## src/rtl/uart_pkg.sv

```systemverilog
// uart_pkg: shared FSM state encodings and default frame parameters
package uart_pkg;
    localparam int DEF_CLKS_PER_BIT = 4;
    localparam int DEF_DATA_BITS    = 8;
    typedef enum logic [1:0] {RX_IDLE, RX_START, RX_DATA, RX_STOP} rx_state_t;
    typedef enum logic [1:0] {TX_IDLE, TX_START, TX_DATA, TX_STOP} tx_state_t;
endpackage

```

## src/rtl/uart_rx.sv

```systemverilog
// uart_rx: synchronises the serial input and deserialises 8N1 frames
module uart_rx
    import uart_pkg::*;
#(
    parameter int CLKS_PER_BIT = DEF_CLKS_PER_BIT,
    parameter int DATA_BITS    = DEF_DATA_BITS
) (
    input  logic                 clk,
    input  logic                 rst,
    input  logic                 i_rx,
    output logic                 o_valid,
    output logic [DATA_BITS-1:0] o_data
);
    localparam int CW = $clog2(CLKS_PER_BIT);
    localparam int BW = $clog2(DATA_BITS + 1);
    rx_state_t            r_state, w_state;
    logic [1:0]           r_sync;
    logic                 r_prev;
    logic [CW-1:0]        r_cnt, w_cnt;
    logic [BW-1:0]        r_bits, w_bits;
    logic [DATA_BITS-1:0] r_shift, w_shift;
    logic                 r_valid, w_valid;
    logic                 w_rx, w_half, w_end;
    assign w_rx    = r_sync[1];
    assign w_half  = r_cnt == CW'(CLKS_PER_BIT / 2 - 1);
    assign w_end   = r_cnt == CW'(CLKS_PER_BIT - 1);
    assign o_valid = r_valid;
    assign o_data  = r_shift;
    // next state: detect start edge, confirm at start midpoint, then sample one bit period apart
    always_comb begin
        w_state = r_state;
        w_cnt   = r_cnt + 1'b1;
        w_bits  = r_bits;
        w_shift = r_shift;
        w_valid = 1'b0;
        case (r_state)
            RX_IDLE: begin
                w_cnt = '0;
                if (r_prev && !w_rx) w_state = RX_START;
            end
            RX_START: if (w_half) begin
                w_cnt   = '0;
                w_bits  = '0;
                w_state = w_rx ? RX_IDLE : RX_DATA;
            end
            RX_DATA: if (w_end) begin
                w_cnt   = '0;
                w_shift = {w_rx, r_shift[DATA_BITS-1:1]};
                w_bits  = r_bits + 1'b1;
                if (w_bits == BW'(DATA_BITS)) w_state = RX_STOP;
            end
            RX_STOP: if (w_end) begin
                w_cnt   = '0;
                w_valid = w_rx;
                w_state = RX_IDLE;
            end
            default: w_state = RX_IDLE;
        endcase
    end
    // synchroniser, edge history and receive state registers
    always_ff @(posedge clk) begin
        if (rst) begin
            r_sync  <= 2'b11;
            r_prev  <= 1'b1;
            r_state <= RX_IDLE;
            r_cnt   <= '0;
            r_bits  <= '0;
            r_shift <= '0;
            r_valid <= 1'b0;
        end else begin
            r_sync  <= {r_sync[0], i_rx};
            r_prev  <= w_rx;
            r_state <= w_state;
            r_cnt   <= w_cnt;
            r_bits  <= w_bits;
            r_shift <= w_shift;
            r_valid <= w_valid;
        end
    end
endmodule

```

## src/rtl/uart_tx.sv

```systemverilog
// uart_tx: serialises one byte per frame as start, LSB-first data, stop
module uart_tx
    import uart_pkg::*;
#(
    parameter int CLKS_PER_BIT = DEF_CLKS_PER_BIT,
    parameter int DATA_BITS    = DEF_DATA_BITS
) (
    input  logic                 clk,
    input  logic                 rst,
    input  logic                 i_full,
    input  logic [DATA_BITS-1:0] i_data,
    output logic                 o_take,
    output logic                 o_tx
);
    localparam int CW = $clog2(CLKS_PER_BIT);
    localparam int BW = $clog2(DATA_BITS + 1);
    tx_state_t            r_state, w_state;
    logic [CW-1:0]        r_cnt, w_cnt;
    logic [BW-1:0]        r_bits, w_bits;
    logic [DATA_BITS-1:0] r_shift, w_shift;
    logic                 r_tx, w_tx;
    logic                 w_end;
    assign w_end  = r_cnt == CW'(CLKS_PER_BIT - 1);
    assign o_take = r_state == TX_IDLE && i_full;
    assign o_tx   = r_tx;
    // next state and next line level, so the output flop tracks the state it enters
    always_comb begin
        w_state = r_state;
        w_cnt   = r_cnt + 1'b1;
        w_bits  = r_bits;
        w_shift = r_shift;
        case (r_state)
            TX_IDLE: begin
                w_cnt  = '0;
                w_bits = '0;
                if (i_full) begin
                    w_state = TX_START;
                    w_shift = i_data;
                end
            end
            TX_START: if (w_end) begin
                w_cnt   = '0;
                w_state = TX_DATA;
            end
            TX_DATA: if (w_end) begin
                w_cnt   = '0;
                w_shift = r_shift >> 1;
                w_bits  = r_bits + 1'b1;
                if (w_bits == BW'(DATA_BITS)) w_state = TX_STOP;
            end
            TX_STOP: if (w_end) begin
                w_cnt   = '0;
                w_state = TX_IDLE;
            end
            default: w_state = TX_IDLE;
        endcase
        w_tx = w_state == TX_START ? 1'b0 : w_state == TX_DATA ? w_shift[0] : 1'b1;
    end
    // transmit state registers and registered line output
    always_ff @(posedge clk) begin
        if (rst) begin
            r_state <= TX_IDLE;
            r_cnt   <= '0;
            r_bits  <= '0;
            r_shift <= '0;
            r_tx    <= 1'b1;
        end else begin
            r_state <= w_state;
            r_cnt   <= w_cnt;
            r_bits  <= w_bits;
            r_shift <= w_shift;
            r_tx    <= w_tx;
        end
    end
endmodule

```

## src/rtl/uart_top.sv

```systemverilog
// uart_top: 8N1 echo, every good received byte is retransmitted through a one-byte holding register
module uart_top
    import uart_pkg::*;
#(
    parameter int CLKS_PER_BIT = DEF_CLKS_PER_BIT,
    parameter int DATA_BITS    = DEF_DATA_BITS
) (
    input  logic clk,
    input  logic rst,
    input  logic rx_t,
    output logic tx_t
);
    logic                 w_rx_valid, w_take;
    logic [DATA_BITS-1:0] w_rx_data;
    logic [DATA_BITS-1:0] r_hold;
    logic                 r_full;
    uart_rx #(.CLKS_PER_BIT(CLKS_PER_BIT), .DATA_BITS(DATA_BITS)) u_rx (
        .clk(clk), .rst(rst), .i_rx(rx_t), .o_valid(w_rx_valid), .o_data(w_rx_data)
    );
    uart_tx #(.CLKS_PER_BIT(CLKS_PER_BIT), .DATA_BITS(DATA_BITS)) u_tx (
        .clk(clk), .rst(rst), .i_full(r_full), .i_data(r_hold), .o_take(w_take), .o_tx(tx_t)
    );
    // holding register: a same-cycle take frees the slot so the new byte still lands
    always_ff @(posedge clk) begin
        if (rst) begin
            r_full <= 1'b0;
            r_hold <= '0;
        end else if (w_rx_valid && (!r_full || w_take)) begin
            r_full <= 1'b1;
            r_hold <= w_rx_data;
        end else if (w_take) begin
            r_full <= 1'b0;
        end
    end
endmodule

```

## config.mk

```make
export PLATFORM = sky130hd
export DESIGN_NAME = uart_top
export DESIGN_NICKNAME = d
export VERILOG_FILES = /design/src/rtl/uart_pkg.sv /design/src/rtl/uart_rx.sv /design/src/rtl/uart_tx.sv /design/src/rtl/uart_top.sv
export SDC_FILE = /design/constraint.sdc
export NUM_CORES = 1
export LEC_CHECK = 0
export CORE_MARGIN = 3
export CORE_UTILIZATION = 65
export DETAILED_ROUTE_END_ITERATION = 8
export PLACE_DENSITY = 0.83
export SYNTH_ARGS = -nofsm -noshare
export SYNTH_HDL_FRONTEND = slang
export SYNTH_HIERARCHICAL = 1
export SYNTH_SLANG_ARGS = --single-unit
```

## constraint.sdc

```tcl
create_clock -name clk -period 2.3 [get_ports clk]
set_input_delay 0.46 -clock clk [delete_from_list [all_inputs] [get_ports clk]]
set_output_delay 0.46 -clock clk [all_outputs]
set_load 0.005 [all_outputs]
```

==> Yosys cells after proc, flatten, opt, wreduce, memory -nomap -nowiden <==
Cells that the tools add are included.
{ "word_totals": {"ff_bits": 46, "input_bits": 3, "output_inout_bits": 1, "word_cells": 90} }
{ "classes": {"addsub": 4, "n_eq_ne": 20, "mux": 30, "bitwise_logic": 2, "reduce_logical": 19} }
{ "ops": {"columns": ["cell", "count"], "rows": [
  ["$mux W2", 14],
  ["$mux W8", 2],
  ["$pmux W2 S4", 2],
  ["$pmux W4 S2", 2],
  ["$pmux W8 S2", 1],
  ["$eq A2 B2 Y1 const B", 7],
  ["$mux W4", 3],
  ["$ne A2 B1 Y1 const B", 6],
  ["$add A4 B1 Y4 const B", 2],
  ["$eq A2 B1 Y1 const B", 4],
  ["$eq A4 B4 Y1 const B", 2],
  ["$pmux W2 S3", 1],
  ["$reduce_and A3 Y1", 2],
  ["$reduce_bool A2 Y1", 3],
  ["$reduce_or A3 Y1", 2],
  ["$reduce_and A5 Y1", 1],
  ["$add A2 B1 Y2 const B", 2],
  ["$logic_not A2 Y1", 2],
  ["$mux W1", 4],
  ["$pmux W2 S2", 1],
  ["$reduce_and A2 Y1", 2],
  ["$logic_and A1 B1 Y1", 3],
  ["$logic_not A1 Y1", 2],
  ["$ne A2 B2 Y1 const B", 1],
  ["other kinds (3)", 4]
]} }

==> Depth between registers and ports, before layout <==
Gate-level depths: netlist of run 1.
{ "logic_depth": {"depth_word": 8, "depth_mapped": 7, "ltp_nobuf": 5} }

==> Hierarchy <==
Netlist of run 1, hierarchy kept.
{ "by_module_without_submodules": {"columns": ["mod", "instances", "cells_each", "area_each_um2", "seq_area_each_um2"], "rows": [
  ["uart_rx", 1, 96, 850.8, 400.4],
  ["uart_tx", 1, 82, 795.8, 340.3],
  ["uart_top", 1, 39, 406.6, 180.2]
]} }

==> Worst setup path before layout of run 1 <==
Ideal clock, no wire load.
{ "synth_path": {"path_kind": "reg2reg", "from": "reg u_tx.r_cnt[0]", "to": "reg u_tx.r_tx (netlist: u_tx/o_tx)", "setup_ns": 0.122, "arrival_ns": 1.316, "t_required_ns": 2.178, "path_slack_ns": 0.862, "stages_incl_launch_ff": 6, "cell_sequence": "dfxtp_1 > ha_1 > and3b_2 > o2111a_1 > a211oi_1 > o32a_1"} }
{ "synth_between": {"elab_chain_len": 6} }
{ "synth_rtl": {"columns": ["item", "line_no", "source"], "rows": [
  ["start, declared", "uart_tx.sv:18", "logic [CW-1:0] r_cnt, w_cnt;"],
  ["start signal, assigned", "uart_tx.sv:69", "r_cnt <= w_cnt;"],
  ["$eq A2 B2 Y1 *", "uart_tx.sv:23", "assign w_end = r_cnt == CW'(CLKS_PER_BIT - 1);"],
  ["$mux W2, on equally long branches", "uart_tx.sv:51, uart_tx.sv:41, uart_tx.sv:45", null],
  ["$pmux W2 S4", "uart_tx.sv:32", "case (r_state)"],
  ["$eq A2 B2 Y1", "uart_tx.sv:57", "w_tx = w_state == TX_START ? 1'b0 : w_state == TX_DATA ? w_shift[0] : 1'b1;"],
  ["$mux W1", "uart_tx.sv:57", null],
  ["$mux W1 *", "uart_tx.sv:57", null],
  ["end signal, assigned", "uart_tx.sv:72", "r_tx <= w_tx;"],
  ["end, declared", "uart_tx.sv:21", "logic r_tx, w_tx;"]
]} }
Mark *: on every way between the ends. The rest lies on a longest branch, timed or not. The select of a mux whose other input is x is not followed.
A chain may end at the register's enable or synchronous reset.

==> Worst setup path after layout of run 1 <==
Ends and elaborated chain as after synthesis.

==> metrics.cfg, run 1 <==
[setup_path]
crit_fanout = 13
worstPathArrival_ps = 2000
critical_path.top_delay_family = compound AO/OA/AOI/OAI gates
slowest_delay_ps = 370
startpoint_type = flop
worstPathRequired_ps = 2550
critical_path_buf_inv_count = 0
end_kind = flop
crit_type = reg2reg
cp_cell_sequence = ha_1, and3b_2, o2111a_1, a211oi_1, o32a_1
cp_slowest_cell = and3b_2

[route]
wl_mm = 3.34
wl_per_cell_um = 12.9
avgViaCountPerCell = 5.61
dr_total_vias = 1448
drt_iter0_drc = 96
drc_errors = 0
ant_nets = 0
drtPass1Iterations = 4

[global_route]
grt_pass1_wl_mm = 6.09
grt_pass1_vias = 1375
grt_max_degree = 56
antenna_found_initial = 0
gr-total-overflow = 0
grt_usage = 0.193

[sta]
finalHoldViolations = 0
fmax_mhz = 571
fin_crit_sh = 0.761
rsz0062_at_grt = false
finalCriticalPeriod_ps = 1750
finalSetupViolCount = 0
tightest_slew_ps = 560
slew_headroom = 0.625
tns_ps = 0
fin_skew_ps = 4.97
slew_viol_final = 0

[floorplan]
rows = 19
fp.dieH_um = 62.2
fp.coreArea_um2 = 2880
die_w_um = 62.2
die_area_um2 = 3870
start_util = 0.714
ioPinCount = 4

[final_layout]
fin_util = 0.736
area_growth_pct = 3.17
diodes = 0
fin_nets = 224
drive_above_1_share = 0.106

[power]
power.total_mw = 1.28
power_density_nw_per_um2 = 606
vdd.ir_drop.worst_v = 0.000620
power.leakage_nw = 0.720

[clock_network]
postCtsSetupBuffers = 0
cts_hold_buf = 0
cts_resized = 0
cts_inserted_buffers = 5
cts-root-buf = clkbuf_4
clk_pin_slew_ps = 120
cts.sinks = 46
cts_tree = done
clk_latency_ps = 350
clockBufferDepth = 2
htree_num_levels = 2

[synth]
post-synth-top-count-cell = dfxtp_1
syn_area_um2 = 2050
syn_inst = 217
avgSynthCellArea_um2 = 9.46
ys_types = 43
synth_edf_count = 0
ys.flop_type = dfxtp_1
ys_top_cells_by_count = dfxtp_1, nand2_1, a21oi_1, nand2b_1, nor2_1
yosys-top-cells-area = dfxtp_1, a21oi_1, nand2b_1
ys_ff_latch = 46
synth_warnings = 6
ys_seq_area_frac = 0.449
synth_top_area_share = 0.449
synth_fp_nets = 226
yosysTopAreaCell = dfxtp_1
async_reset_ff_frac = 0

[status]
outcome = finished, final reports clean

[placed_design]
place_congestion = 0.836
port_buffers = 3
dpl.hpwl_mm = 2.34

[flow_run]
cap_viol_max_count = 0

[worst_hold_path]
hold_path_class = reg2reg

==> logic make-up (layout without fill, tap and decap cells) <==
kind of cell	after synthesis	after routing	share of synthesized area
xor gates and xnor gates	1	1	0.00427
AOI/OAI and AO/OA	48	48	0.158
DFF	46	46	0.449
and+or+nand+nor	84	84	0.225
muxes	11	11	0.0548
buffers and inverters	21	20	0.0731
adders and majority gates	6	6	0.0366
==> metrics by stage <==
step                      instance area [µm²]  hold slack (ps)  instances  setup WS (ps)
final                                    2120              442        258            550
after global routing                     2120              445        258            424
after CTS                                2120              450        258            550
after detailed placement                 2040              411        250            566
after global placement                   2040              394        250            666
after floorplan                          2050              389        217            862
==> routing by layer <==
metal  share of wire  vias to the layer above  GRT usage
met5               0                        -          0
met4           0.016                        0     0.0884
met3           0.020                        5     0.0432
met2            0.50                       10      0.312
met1            0.47                      680      0.245
li1                -                      753          -
==> area by class of cell <==
cell class	count	area, µm²
timing repair buffer	5	57.6
clock buffer	8	78.8
multi-input combinational	150	982
sequential	46	921
fill	232	758
tap	42	52.6
inverter	7	26.3
==> layout by cell type, fill, tap and decap left out, types with 3 or more instances in the layout <==
cell type / instances
dfxtp_1: 46
nand2_1: 27
a21oi_1: 23
nand2b_1: 17
nor2_1: 12
mux2i_1: 9
a22oi_1: 8
inv_1: 7
ha_1: 6
clkbuf_4: 5
nand3b_1: 4
clkbuf_8: 3
clkdlybuf4s50_1: 3
or2_2: 3
nand3_1: 3
a21boi_0: 3
==> worst paths after layout <==
check	startpoint	to	slack, ps	cells after the start
min reg2reg	u_rx/r_sync[0]	u_rx/r_sync[1]	440	1
min	u_rx/r_sync[0]	u_rx/r_sync[1]	440	1
max	u_tx/r_cnt[0]	u_tx/o_tx	550	5
max reg2reg	u_tx/r_cnt[0]	u_tx/o_tx	550	5
==> sequential cells by signal, summed over array words and instances (netlist names), 2 cells and up, named ones only <==
signal,flops
u_rx/r_cnt,2
u_rx/r_sync,2
u_tx/r_cnt,2
u_tx/r_bits,4
u_tx/r_state,2
u_tx/r_shift,8
r_hold,8
u_rx/r_bits,4
u_rx/o_data,8
==> power breakdown <==
group          switching (mW)  internal, mW
registers             0.00385         0.800
logic                  0.0160        0.0155
clock network           0.240         0.209
total                   0.260          1.02
No activity file was read; power rests on OpenSTA's default activity.
==> run 2, diff against run 1 <==
CORE_UTILIZATION = 60   (was 65)
PLACE_DENSITY = 0.77   (was 0.83)
clock period = 1.7 ns   (was 2.3 ns; I/O delays follow)
==> metrics.cfg, run 2 (same netlist as run 1, synthesis figures left out) <==
[sta]
rsz0062_at_grt = false
fin_skew_ps = 7.97  ; +3.00 ps
finalCriticalPeriod_ps = 1570  ; -181 ps
finalSetupViolCount = 0  ; unchanged
finalHoldViolations = 0  ; unchanged
slew_viol_final = 0  ; unchanged
tns_ps = 0  ; unchanged
fmax_mhz = 637  ; +12%
fin_crit_sh = 0.923  ; +0.162
slew_headroom = 0.766  ; +0.141
tightest_slew_ps = 350  ; -209 ps

[worst_hold_path]
worstHoldStart = u_rx/r_sync[0]
worstHoldPathCells = 1  ; unchanged
hold_path_class = reg2reg
min_to = u_rx/r_sync[1]

[route]
wl_per_cell_um = 12.5  ; -3.5%
drtPass1Iterations = 5  ; +1
avgViaCountPerCell = 5.56  ; -0.90%
drt_iter0_drc = 92  ; -4.2%
dr_total_vias = 1485  ; +2.6%
wl_mm = 3.33  ; -0.18%
drc_errors = 0  ; unchanged
ant_nets = 0  ; unchanged

[final_layout]
final-seq-area_um2 = 921  ; unchanged
drive_above_1_share = 0.135  ; +0.0280
fin_nets = 231  ; +3.1%
fin_util = 0.680  ; -0.0562
area_growth_pct = 4.45
diodes = 0  ; unchanged
nFillCells = 266  ; +15%
multi_input_area_um2 = 985  ; +0.25%
layout_commonest_cell = dfxtp_1
final_cell_mix = dfxtp_1, nand2_1, a21oi_1

[setup_path]
end_kind = flop
rrSetupSlack_ps = 130  ; -420 ps
crit_fanout = 8  ; -5
startpoint_type = flop
worstPathRequired_ps = 1950  ; -600 ps
worstPathArrival_ps = 1820  ; -180 ps
reg2regPathDepth = 4  ; -1
crit_type = reg2reg
r2r-start = u_tx/r_state[1]
r2r-end = u_tx/o_tx

[floorplan]
start_util = 0.651  ; -0.0626
die_w_um = 64.5  ; +3.7%
rows = 20  ; +1
fp.coreArea_um2 = 3150  ; +9.6%
ioPinCount = 4  ; unchanged
die_area_um2 = 4160  ; +7.5%
fp.dieH_um = 64.5  ; +3.7%

[power]
switching_share = 0.209  ; +0.00689
intPower_mw = 1.30  ; +27%
pwr-share-seq = 0.660  ; +0.034
switchingPower_mw = 0.344  ; +33%
power.leakage_nw = 0.742  ; +3.1%
power_density_nw_per_um2 = 768  ; +27%
comb_power_share = 0.025  ; about the same
pwr-share-clk = 0.314  ; -0.036
vdd.ir_drop.worst_v = 0.000468  ; -25%
power.total_mw = 1.65  ; +28%

[global_route]
grt_pass1_vias = 1393  ; +1.3%
antenna_found_initial = 0  ; unchanged
grt_max_degree = 37  ; -34%
grt_usage = 0.179  ; -0.0140
grt_pass1_wl_mm = 5.89  ; -3.2%
gr-total-overflow = 0  ; unchanged

[clock_network]
cts-root-buf = clkbuf_4
cts_tree = done
clockBufferDepth = 2  ; unchanged
htree_num_levels = 2  ; unchanged
clk_pin_slew_ps = 120  ; about the same
cts_inserted_buffers = 5  ; unchanged
clk_latency_ps = 350  ; about the same
cts.sinks = 46  ; unchanged

[placed_design]
dpl.hpwl_mm = 2.38  ; +1.8%
place_congestion = 0.833  ; -0.26%
port_buffers = 3  ; unchanged

[flow_run]
cap_viol_max_count = 0  ; unchanged

[status]
outcome = finished, final reports clean

## run 2: how the worst max path moves through the flow
stage | start | end
floorplan | u_tx/r_cnt[0] | u_tx/o_tx
detailed placement | u_rx/r_cnt[0] | u_rx/r_bits[3]
finish | u_tx/r_state[1] | u_tx/o_tx
global route | u_tx/r_state[1] | u_tx/o_tx
CTS | u_rx/r_cnt[0] | u_rx/r_bits[3]
global placement | u_tx/r_state[1] | u_tx/o_tx
## run 2: area by class of cell
cell class / count / area share
Clock buffer: 7 / 0.0257
Sequential cell: 46 / 0.429
Inverter: 7 / 0.0123
Clock inverter: 1 / 0.00233
Multi-Input combinational cell: 150 / 0.459
Timing Repair Buffer: 12 / 0.0455
Tap cell: 44 / 0.0257
## run 2: power by group through the flow
stage	Sequential [mW]	Clock (mW)	Combinational, mW
floorplan	1.11	0	0.0367
global placement	1.11	0	0.0398
detailed placement	1.11	0	0.0417
CTS	1.09	0.543	0.0418
global route	1.09	0.587	0.0454
finish	1.09	0.518	0.0414
## run 2: per-layer routing
layer  GRT usage  vias to the layer above  part of all wire  routed length (µm)
met1       0.211                      679              0.45                1500
met2       0.302                       33              0.49                1630
li1            -                      763                 -                   -
met3      0.0416                       10             0.039                 129
met4      0.0923                        0             0.023                  78
met5           0                        -                 0                   0
## run 2: metrics by stage
step	cell area (µm²)	cells	setup slack, ps	hold WS [ps]
floorplan	2050	217	262	389
global placement	2060	256	219	391
detailed placement	2060	256	115	398
CTS	2120	264	86.9	430
global route	2140	267	35.4	440
finish	2140	267	131	426
## run 2: timing repair
| item | 4_1_cts | 5_1_grt |
|---|---|---|
| hold buffers | 0 | 0 |
| hold endpoints to repair | 0 | 0 |
| setup endpoints to repair | 0 | 3 |
| buffers inserted | 0 | 3 |
| gates resized for setup | 0 | 1 |
## run 2: critical path, cell delays in order, from the launching register on
cell and delay (ps):
dfxtp_1 510, and3b_2 330, o2111a_1 210, a211oi_1 60
o32a_1 360
==> run 3, diff against run 2 <==
CAP_MARGIN = 10   (was not set)
==> results of run 3 <==
Same layout as run 2: the final DEF is identical, and so are final timing and power.
